===== src/rtl/pc_seq_pkg.sv =====
`default_nettype none
// ============================================================================
// Module   : pc_seq_pkg
// Purpose  : Shared types and constants for the IF-stage next-PC sequencer.
// Revision : 1.0  initial release
// ============================================================================
package pc_seq_pkg;

  localparam int XLEN        = 32;
  localparam int INSTR_BYTES = 4;

  typedef enum logic [1:0] {
    BOOT  = 2'd0,
    RUN   = 2'd1,
    DRAIN = 2'd2
  } pcseq_state_t;

endpackage
`default_nettype wire


===== src/rtl/pc_sequencer_if.sv =====
`default_nettype none
// ============================================================================
// Module   : pc_sequencer_if
// Purpose  : PC register, redirect/stall and instruction-memory handshake
//            bundle between the next-PC sequencer and the IF-stage context.
// Revision : 1.0  initial release
// ============================================================================
interface pc_sequencer_if;
  import pc_seq_pkg::*;

  logic [XLEN-1:0] pc_q;
  logic            stall;
  logic            br_taken;
  logic [XLEN-1:0] br_target;
  logic            jmp;
  logic [XLEN-1:0] jmp_target;
  logic            imem_req;
  logic            imem_ready;
  logic [XLEN-1:0] pc_next;
  logic            pc_we;
  logic            if_id_flush;
  logic            id_ex_flush;
  logic            misalign_err;

  // Sequencer side
  modport master (
    input  pc_q, stall, br_taken, br_target, jmp, jmp_target, imem_ready,
    output imem_req, pc_next, pc_we, if_id_flush, id_ex_flush, misalign_err
  );

  // Pipeline / memory side
  modport slave (
    output pc_q, stall, br_taken, br_target, jmp, jmp_target, imem_ready,
    input  imem_req, pc_next, pc_we, if_id_flush, id_ex_flush, misalign_err
  );

endinterface
`default_nettype wire


===== src/rtl/pc_target_sel.sv =====
`default_nettype none
// ============================================================================
// Module   : pc_target_sel
// Purpose  : Combinational redirect arbiter: branch beats jump, target is
//            word-aligned, or replaced by TRAP_VEC when PCSEQ_TRAP_EN is
//            defined and the target is misaligned.
// Revision : 1.0  initial release
// ============================================================================
module pc_target_sel
  import pc_seq_pkg::*;
#(
  parameter logic [XLEN-1:0] TRAP_VEC = 32'h0000_0100
) (
  input  wire logic            br_taken,
  input  wire logic [XLEN-1:0] br_target,
  input  wire logic            jmp,
  input  wire logic [XLEN-1:0] jmp_target,
  output logic                 redirect,
  output logic [XLEN-1:0]      target,
  output logic                 is_branch,
  output logic                 misalign
);

  logic [XLEN-1:0] w_raw;

  // Branch resolved in EX is older than the jump in ID, so it wins
  always_comb begin
    redirect  = br_taken | jmp;
    is_branch = br_taken;
    w_raw     = br_taken ? br_target : jmp_target;
  end

`ifdef PCSEQ_TRAP_EN
  // Misaligned targets are diverted to the trap handler
  always_comb begin
    misalign = redirect && (w_raw[1:0] != 2'b00);
    target   = misalign ? TRAP_VEC : w_raw;
  end
`else
  logic [XLEN+1:0] w_unused_bits;

  // Low target bits are dropped silently; the trap vector has no role here
  always_comb begin
    misalign      = 1'b0;
    target        = {w_raw[XLEN-1:2], 2'b00};
    w_unused_bits = {TRAP_VEC, w_raw[1:0]};
  end
`endif

endmodule
`default_nettype wire


===== src/rtl/pc_sequencer.sv =====
`default_nettype none
// ============================================================================
// Module   : pc_sequencer
// Purpose  : IF-stage next-PC controller. Sequences the PC through boot,
//            sequential fetch, stalls and redirects while keeping the PC
//            stable for the whole of every outstanding fetch request.
//            Optional macro PCSEQ_TRAP_EN: misaligned redirect targets go to
//            TRAP_VEC and pulse misalign_err.
// Revision : 1.0  initial release
// ============================================================================
module pc_sequencer
  import pc_seq_pkg::*;
#(
  parameter logic [XLEN-1:0] RESET_VEC = 32'h0000_0000,
  parameter logic [XLEN-1:0] TRAP_VEC  = 32'h0000_0100
) (
  input  wire logic     clk,
  input  wire logic     rst,
  pc_sequencer_if.master bus
);

  pcseq_state_t    r_state;
  pcseq_state_t    w_state_nxt;
  logic [XLEN-1:0] r_pend_pc;

  logic            w_redirect;
  logic [XLEN-1:0] w_target;
  logic            w_is_branch;
  logic            w_misalign;

  pc_target_sel #(
    .TRAP_VEC (TRAP_VEC)
  ) u_target_sel (
    .br_taken   (bus.br_taken),
    .br_target  (bus.br_target),
    .jmp        (bus.jmp),
    .jmp_target (bus.jmp_target),
    .redirect   (w_redirect),
    .target     (w_target),
    .is_branch  (w_is_branch),
    .misalign   (w_misalign)
  );

  // State register; reset always restarts from BOOT
  always_ff @(posedge clk or posedge rst) begin
    if (rst) r_state <= BOOT;
    else     r_state <= w_state_nxt;
  end

  // Hold the redirect target while the in-flight fetch drains
  always_ff @(posedge clk or posedge rst) begin
    if (rst)
      r_pend_pc <= '0;
    else if (r_state == RUN && w_redirect && !bus.imem_ready)
      r_pend_pc <= w_target;
  end

  // Next-state and output decode; PC only loads when the fetch completes
  always_comb begin
    w_state_nxt      = r_state;
    bus.pc_next      = bus.pc_q;
    bus.pc_we        = 1'b0;
    bus.imem_req     = 1'b0;
    bus.if_id_flush  = 1'b0;
    bus.id_ex_flush  = 1'b0;
    bus.misalign_err = 1'b0;
    if (rst) begin
      bus.pc_next = RESET_VEC;
    end else begin
      case (r_state)
        BOOT: begin
          bus.pc_next = RESET_VEC;
          bus.pc_we   = 1'b1;
          w_state_nxt = RUN;
        end
        RUN: begin
          bus.imem_req = 1'b1;
          if (w_redirect) begin
            bus.if_id_flush  = 1'b1;
            bus.id_ex_flush  = w_is_branch;
            bus.misalign_err = w_misalign;
            if (bus.imem_ready) begin
              bus.pc_next = w_target;
              bus.pc_we   = 1'b1;
            end else begin
              w_state_nxt = DRAIN;
            end
          end else if (!bus.stall && bus.imem_ready) begin
            bus.pc_next = bus.pc_q + XLEN'(INSTR_BYTES);
            bus.pc_we   = 1'b1;
          end
        end
        DRAIN: begin
          bus.imem_req = 1'b1;
          if (bus.imem_ready) begin
            bus.pc_next     = r_pend_pc;
            bus.pc_we       = 1'b1;
            bus.if_id_flush = 1'b1;
            w_state_nxt     = RUN;
          end
        end
        default: w_state_nxt = BOOT;
      endcase
    end
  end

endmodule
`default_nettype wire


===== src/flat_wrapper.sv =====
// flat-port wrapper written by rule: the top's interface ports become plain ports
module pc_sequencer_flat import pc_seq_pkg::*;
#(
  parameter logic [XLEN-1:0] RESET_VEC = 32'h0000_0000,
  parameter logic [XLEN-1:0] TRAP_VEC  = 32'h0000_0100
)
  (clk, rst, bus_pc_q, bus_stall, bus_br_taken, bus_br_target, bus_jmp, bus_jmp_target, bus_imem_ready, bus_imem_req, bus_pc_next, bus_pc_we, bus_if_id_flush, bus_id_ex_flush, bus_misalign_err);
  pc_sequencer_if bus_i ();
  input  wire logic clk;
  input  wire logic rst;
  input wire logic [$bits(bus_i.pc_q)-1:0] bus_pc_q;
  input wire logic [$bits(bus_i.stall)-1:0] bus_stall;
  input wire logic [$bits(bus_i.br_taken)-1:0] bus_br_taken;
  input wire logic [$bits(bus_i.br_target)-1:0] bus_br_target;
  input wire logic [$bits(bus_i.jmp)-1:0] bus_jmp;
  input wire logic [$bits(bus_i.jmp_target)-1:0] bus_jmp_target;
  input wire logic [$bits(bus_i.imem_ready)-1:0] bus_imem_ready;
  output wire logic [$bits(bus_i.imem_req)-1:0] bus_imem_req;
  output wire logic [$bits(bus_i.pc_next)-1:0] bus_pc_next;
  output wire logic [$bits(bus_i.pc_we)-1:0] bus_pc_we;
  output wire logic [$bits(bus_i.if_id_flush)-1:0] bus_if_id_flush;
  output wire logic [$bits(bus_i.id_ex_flush)-1:0] bus_id_ex_flush;
  output wire logic [$bits(bus_i.misalign_err)-1:0] bus_misalign_err;
  assign bus_i.pc_q = bus_pc_q;
  assign bus_i.stall = bus_stall;
  assign bus_i.br_taken = bus_br_taken;
  assign bus_i.br_target = bus_br_target;
  assign bus_i.jmp = bus_jmp;
  assign bus_i.jmp_target = bus_jmp_target;
  assign bus_i.imem_ready = bus_imem_ready;
  assign bus_imem_req = bus_i.imem_req;
  assign bus_pc_next = bus_i.pc_next;
  assign bus_pc_we = bus_i.pc_we;
  assign bus_if_id_flush = bus_i.if_id_flush;
  assign bus_id_ex_flush = bus_i.id_ex_flush;
  assign bus_misalign_err = bus_i.misalign_err;
  pc_sequencer #(.RESET_VEC(RESET_VEC), .TRAP_VEC(TRAP_VEC)) u_core (.clk(clk), .rst(rst), .bus(bus_i));
endmodule

===== config.mk =====
export PLATFORM = sky130hd
export DESIGN_NAME = pc_sequencer_flat
export DESIGN_NICKNAME = d
export VERILOG_FILES = /design/src/rtl/pc_seq_pkg.sv /design/src/rtl/pc_sequencer_if.sv /design/src/rtl/pc_target_sel.sv /design/src/rtl/pc_sequencer.sv /design/src/flat_wrapper.sv
export SDC_FILE = /design/constraint.sdc
export NUM_CORES = 1
export LEC_CHECK = 0
export ABC_AREA = 1
export CORE_ASPECT_RATIO = 1.25
export CORE_UTILIZATION = 47
export DETAILED_ROUTE_END_ITERATION = 10
export PLACE_DENSITY = 0.82
export RECOVER_POWER = 25
export SLEW_MARGIN = 20
export SYNTH_ARGS = -nofsm -noshare
export SYNTH_HDL_FRONTEND = slang
export SYNTH_SLANG_ARGS = --single-unit

===== constraint.sdc =====
create_clock -name clk -period 4.1 [get_ports clk]
set_clock_uncertainty 0.15 [all_clocks]
set_input_delay 0.82 -clock clk [delete_from_list [all_inputs] [get_ports clk]]
set_output_delay 0.82 -clock clk [all_outputs]
set_load 0.005 [all_outputs]

* Word level (Yosys, flattened, before mapping) *
Index checks and enable logic that the tools add are counted.

storage, ports and cells
  output and inout port bits = 37
  logic and storage cells = 42
  flip-flop bits (word level) = 32
  bits of input ports = 102

cells by class
  reductions and logical operators = 8
  bitwise gates (word level) = 2
  eq/ne operators = 5
  add/sub/neg operators = 1
  multiplexer cells = 24

operator list
  kind                   count
  $mux 32                6
  $pmux 32 s3            1
  $add 32x3->32 const B  1
  $mux 1                 11
  $mux 2                 3
  $pmux 2 s3             1
  $ne 2x2->1 const B     2
  $reduce_and 4->1       1
  $logic_and 1x1->1      3
  $pmux 1 s3             1
  $eq 2x1->1 const B     1
  $eq 2x2->1 const B     1
  $logic_not 1->1        2
  $logic_not 2->1        1
  $ne 2x1->1 const B     1
  $pmux 1 s2             1
  $reduce_or 2->1        1
  $not 1->1              1
  $or 1x1->1             1

* Depth between registers and ports, before layout *
Gate-level depths: netlist (run 1).

  depth in word-level cells = 6
  depth in mapped cells = 11
  depth with buffers taken out = 10

* Modules after synthesis *
From an unflattened synthesis (run 1), not the netlist that was laid out.

unflattened totals
  cell total of the unflattened synthesis = 749
  area, all modules = 4256.6 um^2

by module, submodules not included
  module         area an instance (um^2)  cells each  sequential area each (um^2)  times used
  pc_sequencer   3844.9                   646         850.8                        1
  pc_target_sel  411.6                    103         0.0                          1

* Least setup slack after synthesis (run 1) *
OpenSTA, ideal clock, no wires.

  kind = input to output
  start = input port rst
  end = output port bus_pc_next[24]
  arrival = 2467 ps
  setup slack = 663 ps
  cell stages on the path = 4
  required time = 3130 ps
  buffers on the path = 1
  cell sequence = inv_1 > clkbuf_1 > o21ai_0 > a21oi_2

between the ends
  word-level cells in the longest chain between the ends = 1

ends and longest elaborated chain
  item                line                RTL
  start: declaration  flat_wrapper.sv:10  input wire logic rst;
  $mux 32             pc_sequencer.sv:67  if (rst) begin
  end: declaration    flat_wrapper.sv:19  output wire logic [$bits(bus_i.pc_next)-1:0] bus_pc_next;

Every way passes these cells.

* Final worst setup path (run 1) *
  start = input port bus_pc_q[3]
  end = output port bus_pc_next[22]

between the ends
  word-level cells in the longest chain between the ends = 5

ends and longest elaborated chain
  item                line                RTL
  start: declaration  flat_wrapper.sv:11  input wire logic [$bits(bus_i.pc_q)-1:0] bus_pc_q;
  $add 32x3->32       pc_sequencer.sv:89  bus.pc_next = bus.pc_q + XLEN'(INSTR_BYTES);
  $mux 32             pc_sequencer.sv:88  end else if (!bus.stall && bus.imem_ready) begin
  $mux 32             pc_sequencer.sv:78  if (w_redirect) begin
  $pmux 32 s3         pc_sequencer.sv:70  case (r_state)
  $mux 32             pc_sequencer.sv:67

Every way passes these cells.

==> results of run 1 <==
-- state kept, by name, summed over array words and instances, names as in the netlist --
| name | count |
|---|---|
| u_core.r_pend_pc | 30 |
| u_core.r_state | 2 |
-- worst max-delay path, delay by kind of cell --
family	cells	cell delay [ps]
AND/OR/NAND/NOR	6	780
adder cells (fa/ha/maj)	1	180
XOR/XNOR	1	90
AO/OA/AOI/OAI	1	180
buffers and inverters	2	1040
-- cells by family after synthesis --
group / synth area share [%]
DFF: 19.2
buffers and inverters: 10.8
and+or+nand+nor: 44.5
xor gates and xnor gates: 0.631
other: 0.0901
adders and majority gates: 1.50
muxes: 0.721
AOI/OAI and AO/OA: 22.5
-- final cells by class --
cell class | instances | area share, %
Timing Repair Buffer | 180 | 29.2
Inverter | 58 | 3.64
Tap cell | 120 | 2.51
Clock inverter | 3 | 0.773
Sequential cell | 32 | 13.4
Clock buffer | 5 | 1.15
Multi-Input combinational cell | 584 | 49.4
-- metrics by stage --
stage | utilization (%) | total power (uW) | setup TNS (ps) | instances | setup slack [ps]
after global placement | 67.1 | 1950 | -178 | 973 | -178
after floorplan | - | 1340 | 0 | 719 | 663
final | 69.2 | 2330 | 0 | 982 | 37.8
after global routing | 69.2 | 2520 | -494 | 982 | -81.9
after CTS | 68.6 | 2300 | 0 | 981 | 4.41
after detailed placement | 67.1 | 1980 | -176 | 973 | -163
-- final timing paths --
path / from / to / slack [ps] / cells past startpoint
setup reg to reg: u_core.r_state[1] / u_core.r_pend_pc[12] / 1660 / 8
hold reg to reg: u_core.r_pend_pc[5] / u_core.r_pend_pc[5] / 330 / 2
min in group asynchronous: rst / u_core.r_state[0] / 1050 / 3
setup / recovery: bus_pc_q[3] / bus_pc_next[22] / 40 / 11
max in group asynchronous: rst / u_core.r_pend_pc[4] / 2250 / 3
hold / removal: u_core.r_pend_pc[5] / u_core.r_pend_pc[5] / 330 / 2
-- cell usage after synthesis, types with 3 or more instances --
master | count | area (sq um)
sky130_fd_sc_hd__nand3_1 | 45 | 225
sky130_fd_sc_hd__a211oi_1 | 15 | 113
sky130_fd_sc_hd__dfrtp_1 | 32 | 801
sky130_fd_sc_hd__buf_6 | 3 | 33.8
sky130_fd_sc_hd__nand2_1 | 197 | 739
sky130_fd_sc_hd__inv_2 | 7 | 26.3
sky130_fd_sc_hd__nor2_1 | 101 | 379
sky130_fd_sc_hd__mux2i_1 | 3 | 30.0
sky130_fd_sc_hd__a31oi_1 | 6 | 37.5
sky130_fd_sc_hd__nand3b_1 | 5 | 37.5
sky130_fd_sc_hd__and2_0 | 7 | 43.8
sky130_fd_sc_hd__ha_1 | 5 | 62.6
sky130_fd_sc_hd__nand4_1 | 11 | 68.8
sky130_fd_sc_hd__a221oi_1 | 9 | 78.8
sky130_fd_sc_hd__nor2_2 | 7 | 43.8
sky130_fd_sc_hd__a22oi_1 | 3 | 22.5
sky130_fd_sc_hd__buf_4 | 4 | 30.0
sky130_fd_sc_hd__a21oi_2 | 5 | 43.8
sky130_fd_sc_hd__a21oi_1 | 32 | 160
sky130_fd_sc_hd__nor3_1 | 21 | 105
sky130_fd_sc_hd__buf_2 | 21 | 105
sky130_fd_sc_hd__clkbuf_1 | 17 | 63.8
sky130_fd_sc_hd__o21ai_0 | 73 | 365
sky130_fd_sc_hd__o211ai_1 | 6 | 45.0
sky130_fd_sc_hd__inv_1 | 50 | 188
sky130_fd_sc_hd__nand2_2 | 3 | 18.8
sky130_fd_sc_hd__nor2_4 | 7 | 78.8
-- power by group --
part,leakage (uW),total (uW),internal [uW],switching [uW]
clock,0.0000548,315,183,132
sequential,0.000400,548,460,87.1
combinational,0.00208,1470,668,801
-- what timing repair did --
action                                  4_1_cts  5_1_grt
pin swaps                                     0        2
endpoints found under the setup margin        2       20
gates resized for setup                       2       13
buffers inserted                              0        1
hold buffers                                  0        0
-- per-layer routing --
metal / part of all wire (%) / global-route usage (%) / vias up
li1: - / - / 2680
met1: 45 / 49.7 / 2511
met2: 46 / 53.5 / 270
met3: 8.7 / 3.70 / 11
met4: 0.76 / 7.62 / 0
met5: 0 / 0 / -
==> results.md, run 1 <==
| Group | Result | This run |
| --- | --- | --- |
| global route | Total congestion overflow after global routing | 0 |
| sta | Part of the cycle the worst path needs | 99.1% |
| clocking | Total CTS buffers | 5 |
| sta | Worst hold slack after final layout | 334 ps |
| yosys | Synthesized flop and latch total | 32 |
| placed design | Cell area reported after detailed placement | 5810 sq um |
| drt | Total vias in the final route | 5472 |
| sta | Final Hold Fails | 0 |
| sta | RSZ-0062 raised after global routing | yes |
| sta | Setup violations, final | 0 |
| setup path | Cell with the most instances on the worst path | sky130_fd_sc_hd__nand2_1 |
| global route | Number of global-route vias before repair | 4941 |
| drt | Post-route antenna net violation count | 0 |
| layout | Antenna fix cells | 0 |
| yosys | Post-synth net total | 826 |
| global route | Number of antenna violations at the first check in global routing | 0 |
| clocking | CTS Buffer Depth | 2 |
| yosys | Ys async rst share | 100% |
| drt | Drt pass-1 iters | 5 |
| layout | Multi-input logic area | 2950 sq um |
| setup path | Maximum cell stage delay along the critical path | 540 ps |
| placed design | Number of port buffers | 133 |
| sta | Actual transition at the worst max-transition pin | 578 ps |
| sta | Highest clock frequency the design can meet | 0.246 GHz |
| drt | Per-cell routed wire length | 15.6 um |
| power and ir drop | Max rail drop VDD | 0.000339 V |
| worst hold path | HP Class | reg2reg |
| floorplanning | I/O pins | 139 |
| setup path | Required time of the worst setup path | 3130 ps |
| yosys | Most frequently used flop master after synthesis | sky130_fd_sc_hd__dfrtp_1 |
| layout | Total non-filler cell area in the finished layout | 5990 sq um |
| sta | Max-slew violation count | 0 |
| global route | Wire length of the first global-routing pass | 24.6 mm |
| yosys | Cells after Synth | 719 |
| global route | Total routing usage reported by global routing | 34.0% |
| clocking | TritonCTS clock tree | done |
| floorplanning | Core area | 8650 sq um |
| clocking | Clock-pin slew reported for the worst setup and hold paths after clock tree synthesis | 70 ps |
| floorplanning | Area of the die | 9240 sq um |
| status | Result of the run | complete, no violations |
| flow run | Max-cap check violation count | 0 |
| floorplanning | Die height | 107 um |
| layout | Area of all sequential standard cells | 801 sq um |
| sta | Worst slew slack as a fraction of its limit | 61.5% |
| setup path | Peak fanout along the critical path | 5 |
| setup path | Library cell contributing the largest single delay on the critical path | sky130_fd_sc_hd__clkdlybuf4s50_1 |
| layout | Fillers | 776 |
| layout | Most used cells in the layout excluding fill and tap cells | sky130_fd_sc_hd__nand2_1, sky130_fd_sc_hd__clkdlybuf4s50_1, sky130_fd_sc_hd__nor2_1 |
| clocking | Worst skew pair latency | 280 ps |
| power and ir drop | Areal power density over the cells | 390 nW/um^2 |
| global route | Largest net degree at the start of global routing | 52 |
| layout | Fraction of layout cells with a size suffix above 1 | 11.6% |
| placed design | Routability cong. | 0.963 |
| yosys | Share of the yosys chip area belonging to registers | 19.2% |
| floorplanning | Starting density of the core | 48.1% |
| setup path | Startpoint Class | primary input |
| layout | Most frequent standard cell in the layout excluding fill and tap cells | sky130_fd_sc_hd__nand2_1 |
| sta | Final period demand of the worst path | 4060 ps |
| yosys | Summed instance area of the synthesized netlist | 4160 sq um |
| clocking | CTS Sinks | 32 |
| yosys | Number of synthesized flops with an enable pin | 0 |
| layout | Layout net count | 968 |
| drt | DRC violation total after the first TritonRoute iteration | 552 |
| setup path | Ordered cell list for the critical path | clkdlybuf4s50_1, ha_1, nand2_1, nor2_1, nand2_1, nor2_4, xor2_1, nand2_1, nand2_1, a21oi_1, clkdlybuf4s50_1 |
| setup path | Arrival time reported for the critical path endpoint | 3090 ps |
| drt | Vias per cell | 5.57 |
| yosys | Number of distinct library cells after synthesis | 44 |
| floorplanning | # rows | 38 |
| drt | Number of remaining DRC errors | 0 |
| floorplanning | Horizontal extent of the die | 86.2 um |
| drt | Total wire length | 15.3 mm |
| setup path | Category of the worst setup path capture point | primary output |
| clocking | H-Tree Level Count | 2 |
| clocking | Clock root cell | sky130_fd_sc_hd__clkbuf_8 |
| layout | Area Growth Syn to Fin | 43.7% |
| power and ir drop | Reported leakage power | 0.00254 uW |
| placed design | Post-detail-place hpwl | 12.1 mm |
| setup path | Crit path kind | in2out |
| yosys | Post-Synthesis Mean Instance Area | 5.79 sq um |
| yosys | Synthesis Warnings | 0 |
No activity file was read; power rests on OpenSTA's default activity.
==> run 2, diff against run 1 <==
--- a/config.mk
+++ b/config.mk
@@ -11,6 +11,7 @@
 export DETAILED_ROUTE_END_ITERATION = 10
 export PLACE_DENSITY = 0.82
 export RECOVER_POWER = 25
+export SETUP_SLACK_MARGIN = 0.05
 export SLEW_MARGIN = 20
 export SYNTH_ARGS = -nofsm -noshare
 export SYNTH_HDL_FRONTEND = slang
==> results.md, run 2 (synthesized netlist as in run 1, its figures left out) <==
| Group | Result | This run |
| --- | --- | --- |
| setup path | Worst r2r path cells | 8 |
| global route | Number of antenna violations at the first check in global routing | 0 |
| layout | Fraction of the core area covered by cells at the end of the flow | 70.7% |
| drt | Total wire length | 15.5 mm |
| power and ir drop | Reported leakage power | 0.00270 uW |
| worst hold path | Hold-critical path endpoint | u_core.r_pend_pc[5] |
| setup path | Reg2reg setup slack | 1640 ps |
| drt | Drt pass-1 iters | 5 |
| setup path | Crit path kind | in2out |
| drt | Per-cell routed wire length | 15.7 um |
| sta | Setup violations, final | 0 |
| worst hold path | Cell depth of the worst hold path | 2 |
| layout | Layout net count | 975 |
| sta | Worst slew slack as a fraction of its limit | 63.5% |
| layout | Most frequent standard cell in the layout excluding fill and tap cells | sky130_fd_sc_hd__nand2_1 |
| floorplanning | Horizontal extent of the die | 86.2 um |
| global route | Total routing usage reported by global routing | 34.0% |
| drt | Post-route antenna net violation count | 0 |
| sta | RSZ-0062 raised after global routing | yes |
| status | Result of the run | complete, no violations |
| power and ir drop | Power after layout | 2340 uW |
| sta | Highest clock frequency the design can meet | 0.252 GHz |
| setup path | Maximum cell stage delay along the critical path | 540 ps |
| global route | Total congestion overflow after global routing | 0 |
| clocking | CTS Buffer Depth | 2 |
| floorplanning | Starting density of the core | 48.1% |
| layout | Fraction of layout cells with a size suffix above 1 | 13.5% |
| floorplanning | Core area | 8650 sq um |
| drt | Total vias in the final route | 5528 |
| clocking | Clock-pin slew reported for the worst setup and hold paths after clock tree synthesis | 70 ps |
| sta | Final Hold Fails | 0 |
| power and ir drop | Max rail drop VDD | 0.000343 V |
| setup path | Arrival time reported for the critical path endpoint | 3000 ps |
| layout | Fillers | 764 |
| global route | Wire length of the first global-routing pass | 24.7 mm |
| global route | Number of global-route vias before repair | 4942 |
| drt | Vias per cell | 5.59 |
| clocking | Total CTS buffers | 5 |
| layout | Most used cells in the layout excluding fill and tap cells | sky130_fd_sc_hd__nand2_1, sky130_fd_sc_hd__clkdlybuf4s50_1, sky130_fd_sc_hd__nor2_1 |
| setup path | Reg-to-reg startpoint | u_core.r_state[1] |
| setup path | Required time of the worst setup path | 3130 ps |
| placed design | Post-detail-place hpwl | 12.1 mm |
| sta | Max-slew violation count | 0 |
| clocking | TritonCTS clock tree | done |
| setup path | Ordered cell list for the critical path | clkdlybuf4s50_1, nor2_4, buf_4, inv_2, buf_4, a221oi_1, nand2_1, a21oi_1, clkdlybuf4s50_1 |
| sta | Actual transition at the worst max-transition pin | 547 ps |
| setup path | Category of the worst setup path capture point | primary output |
| global route | Largest net degree at the start of global routing | 52 |
| layout | Flip-flop count of the largest register after layout | 30 |
| drt | DRC violation total after the first TritonRoute iteration | 575 |
| clocking | CTS Sinks | 32 |
| placed design | Number of port buffers | 133 |
| sta | Worst hold slack after final layout | 335 ps |
| worst hold path | Worst Min Path Start | u_core.r_pend_pc[5] |
| power and ir drop | Areal power density over the cells | 383 nW/um^2 |
| floorplanning | # rows | 38 |
| layout | Antenna fix cells | 0 |
| setup path | Library cell contributing the largest single delay on the critical path | sky130_fd_sc_hd__clkdlybuf4s50_1 |
| clocking | Worst skew pair latency | 280 ps |
| clocking | Clock root cell | sky130_fd_sc_hd__clkbuf_8 |
| placed design | Routability cong. | 0.963 |
| setup path | Worst setup startpoint | bus_jmp |
| floorplanning | Area of the die | 9240 sq um |
| layout | Area Growth Syn to Fin | 47.0% |
| worst hold path | HP Class | reg2reg |
| sta | Part of the cycle the worst path needs | 96.8% |
| setup path | Peak fanout along the critical path | 13 |
| layout | Reg with most FFs | u_core.r_pend_pc |
| floorplanning | I/O pins | 139 |
| setup path | Startpoint Class | primary input |
| layout | Registers with the most flip-flops | u_core.r_pend_pc: 30 flops, u_core.r_state: 2 flops |
| flow run | Max-cap check violation count | 0 |
| floorplanning | Die height | 107 um |
| drt | Number of remaining DRC errors | 0 |
| setup path | Reg-to-reg critical path endpoint | u_core.r_pend_pc[12] |
| clocking | H-Tree Level Count | 2 |
| sta | Final period demand of the worst path | 3970 ps |
==> run 2: cell count changes in the layout (fill, tap and decap cells not counted), sizes merged <==
cell,previous run,this run
clkbuf,6,5
clkdlybuf4s50,130,120
dlymetal6s2s,2,12
buf,46,54
==> run 2: worst max-delay path, delay by kind of cell <==
family | cells | cell delay (ps)
AOI/OAI and AO/OA | 2 | 490
and+or+nand+nor | 2 | 260
buffers and inverters | 5 | 1420
==> run 2: per-layer routing <==
layer	share of wire, %	track usage, %	wire, um
met3	8.4	3.70	1300
met2	47	53.6	7250
met1	44	49.8	6830
met4	0.92	7.26	142
met5	0	0	0
==> run 2: worst max path at each step <==
stage	endpoint	slack (ps)
floorplan	bus_pc_next[24]	660
global placement	bus_pc_next[2]	-180
detailed placement	bus_pc_next[2]	-160
CTS	bus_pc_next[24]	50
global route	bus_pc_next[27]	4
finish	bus_pc_next[27]	130
==> run 2: area by class of cell <==
cell class                      instances  area, sq um  area share, %
Tap cell                              120          150           2.45
Inverter                               58          218           3.56
Clock buffer                            5         68.8           1.12
Clock inverter                          3         46.3          0.756
Timing Repair Buffer                  187         1830           29.9
Sequential cell                        32          801           13.1
Multi-Input combinational cell        584         3010           49.1
==> run 2: power by group <==
| group | internal (uW) | total [uW] | switching, uW |
|---|---|---|---|
| registers | 460 | 548 | 87.9 |
| clock network | 183 | 317 | 134 |
| logic | 669 | 1480 | 809 |
==> run 2: metrics by stage <==
stage / setup WS [ps] / std cells / TNS, ps / area (sq um)
finish: 131 / 989 / 0 / 6120
global placement: -178 / 973 / -178 / 5810
CTS: 49.6 / 983 / 0 / 5950
global route: 4.27 / 989 / 0 / 6120
floorplan: 663 / 719 / 0 / 4160
detailed placement: -163 / 973 / -176 / 5810
==> run 2: what timing repair did <==
action / in CTS / in global routing
hold buffers: 0 / 0
cloned: 0 / 0
buffers inserted: 2 / 6
resized for setup: 4 / 34
endpoints found under the setup margin: 11 / 23
pin swaps: 1 / 4
==> run 3, diff against run 2 <==
--- a/config.mk
+++ b/config.mk
@@ -9,7 +9,7 @@
 export CORE_ASPECT_RATIO = 1.25
 export CORE_UTILIZATION = 47
 export DETAILED_ROUTE_END_ITERATION = 10
-export PLACE_DENSITY = 0.82
+export PLACE_DENSITY = 0.85
 export RECOVER_POWER = 25
 export SETUP_SLACK_MARGIN = 0.05
 export SLEW_MARGIN = 20
==> results.md, run 3 (synthesized netlist as in run 1, its figures left out) <==
| Group | Result | This run |
| --- | --- | --- |
| layout | Fraction of layout cells with a size suffix above 1 | 14.6% |
| drt | Total vias in the final route | 5666 |
| global route | Number of antenna violations at the first check in global routing | 0 |
| global route | Total congestion overflow after global routing | 0 |
| floorplanning | I/O pins | 139 |
| drt | Total wire length | 16.5 mm |
| sta | Worst slew slack as a fraction of its limit | 62.3% |
| sta | Setup violations, final | 0 |
| setup path | Reg-to-reg startpoint | u_core.r_state[1] |
| sta | Part of the cycle the worst path needs | 98.4% |
| setup path | Crit path kind | in2out |
| global route | Total routing usage reported by global routing | 35.9% |
| clocking | TritonCTS clock tree | done |
| floorplanning | Die height | 107 um |
| layout | Area Growth Syn to Fin | 47.7% |
| floorplanning | Starting density of the core | 48.1% |
| worst hold path | Worst Min Path Start | u_core.r_pend_pc[2] |
| drt | Drt pass-1 iters | 5 |
| setup path | Maximum cell stage delay along the critical path | 530 ps |
| layout | Antenna fix cells | 0 |
| sta | Actual transition at the worst max-transition pin | 564 ps |
| status | Result of the run | complete, no violations |
| flow run | Max-cap check violation count | 0 |
| setup path | Category of cells accounting for the largest share of critical-path delay | buffers and inverters |
| power and ir drop | Power after layout | 2320 uW |
| setup path | Arrival time reported for the critical path endpoint | 3060 ps |
| drt | Vias per cell | 5.72 |
| floorplanning | Horizontal extent of the die | 86.2 um |
| setup path | Category of the worst setup path capture point | primary output |
| sta | Max-slew violation count | 0 |
| clocking | Worst skew pair latency | 290 ps |
| drt | Per-cell routed wire length | 16.6 um |
| sta | Worst hold slack after final layout | 343 ps |
| layout | Most frequent standard cell in the layout excluding fill and tap cells | sky130_fd_sc_hd__nand2_1 |
| sta | Final period demand of the worst path | 4030 ps |
| layout | Layout net count | 977 |
| clocking | H-Tree Level Count | 2 |
| power and ir drop | Areal power density over the cells | 378 nW/um^2 |
| setup path | Startpoint Class | primary input |
| setup path | Crit path buffers/inverters | 3 |
| drt | Post-route antenna net violation count | 0 |
| global route | Number of global-route vias before repair | 5170 |
| layout | Fillers | 779 |
| sta | RSZ-0062 raised after global routing | yes |
| global route | Wire length of the first global-routing pass | 25.9 mm |
| sta | Sum of negative setup slack | 0 ps |
| power and ir drop | Reported leakage power | 0.00271 uW |
| layout | Most used cells in the layout excluding fill and tap cells | sky130_fd_sc_hd__nand2_1, sky130_fd_sc_hd__clkdlybuf4s50_1, sky130_fd_sc_hd__nor2_1 |
| clocking | CTS Sinks | 32 |
| layout | Reg with most FFs | u_core.r_pend_pc |
| setup path | Peak fanout along the critical path | 7 |
| setup path | Ordered cell list for the critical path | clkdlybuf4s50_1, inv_2, nand2_4, nor2_8, nand3_2, nor2_2, nand3_1, nand3_1, nand2_1, a21oi_1, clkdlybuf4s50_1 |
| setup path | Required time of the worst setup path | 3130 ps |
| setup path | Worst setup startpoint | bus_stall |
| clocking | Total CTS buffers | 5 |
| layout | Registers with the most flip-flops | u_core.r_pend_pc: 30 flops, u_core.r_state: 2 flops |
| worst hold path | HP Class | reg2reg |
| floorplanning | # rows | 38 |
| setup path | Library cell contributing the largest single delay on the critical path | sky130_fd_sc_hd__clkdlybuf4s50_1 |
| global route | Largest net degree at the start of global routing | 36 |
| power and ir drop | Max rail drop VDD | 0.000364 V |
| clocking | Clock-pin slew reported for the worst setup and hold paths after clock tree synthesis | 70 ps |
| floorplanning | Area of the die | 9240 sq um |
| drt | Number of remaining DRC errors | 0 |
| placed design | Number of port buffers | 133 |
| layout | Flip-flop count of the largest register after layout | 30 |
| sta | Highest clock frequency the design can meet | 0.248 GHz |
| sta | Final Hold Fails | 0 |
| clocking | CTS Buffer Depth | 2 |
| drt | DRC violation total after the first TritonRoute iteration | 586 |
| placed design | Routability cong. | 0.911 |
| floorplanning | Core area | 8650 sq um |
| placed design | Post-detail-place hpwl | 12.4 mm |
| clocking | Clock root cell | sky130_fd_sc_hd__clkbuf_8 |
run 3: cell types whose count changed in the layout (fill, tap and decap cells not counted), sizes merged:
cell and delta:
nor2 +1, clkinvlp -1, clkinv +2, buf +1, bufinv -1, inv -1, clkbuf +1
run 3: cell type report:
class	count	area, sq um	area share [%]
clock buffers	6	82.6	1.34
clock inverters	2	10.0	0.163
inverters	58	218	3.54
multi-input cells	585	3040	49.5
flip-flops and latches	32	801	13.0
well taps	120	150	2.44
repair buffers	188	1840	30.0
run 3: worst min-delay path, stage by stage (launching register included):
cell and delay (ps):
sky130_fd_sc_hd__dfrtp_1 350, sky130_fd_sc_hd__nand2_1 50, sky130_fd_sc_hd__o21ai_0 60
run 3: routing by layer:
layer | vias up | wire (um) | track usage (%)
li1 | 2698 | - | -
met5 | - | 0 | 0
met1 | 2623 | 6970 | 50.4
met3 | 31 | 1490 | 5.00
met2 | 314 | 7600 | 56.1
met4 | 0 | 409 | 12.1
run 3: repair_timing:
item / in CTS / in global routing
endpoints found under the setup margin: 5 / 28
cloned: 1 / 0
pin swaps: 1 / 8
resized for setup: 1 / 47
hold buffers: 0 / 0
buffers inserted: 0 / 1
run 3: worst paths after layout:
check                                        to  slack [ps]  depth (start not counted)
setup / recovery                bus_pc_next[27]          70                         11
min in group asynchronous  u_core.r_pend_pc[14]        1070                          3
setup reg to reg           u_core.r_pend_pc[19]        1720                          7
hold / removal              u_core.r_pend_pc[2]         340                          2
hold reg to reg             u_core.r_pend_pc[2]         340                          2
max in group asynchronous  u_core.r_pend_pc[29]        2530                          3
run 3: through the flow:
stage          worst slack, ps  utilization (%)  cells  cell area, sq um
4_1_cts                   44.7             69.1    990              5980
3_3_place_gp              61.5             68.0    981              5880
6_report                  66.9             71.1    991              6150
3_5_place_dp              43.0             68.0    981              5880
2_1_floorplan              663                -    719              4160
5_1_grt                   6.98             71.1    991              6150
run 3: report_power, final:
group          internal (uW)  total, uW  switching (uW)
clock                    134        260             126
combinational            678       1520             839
sequential               461        546            85.2
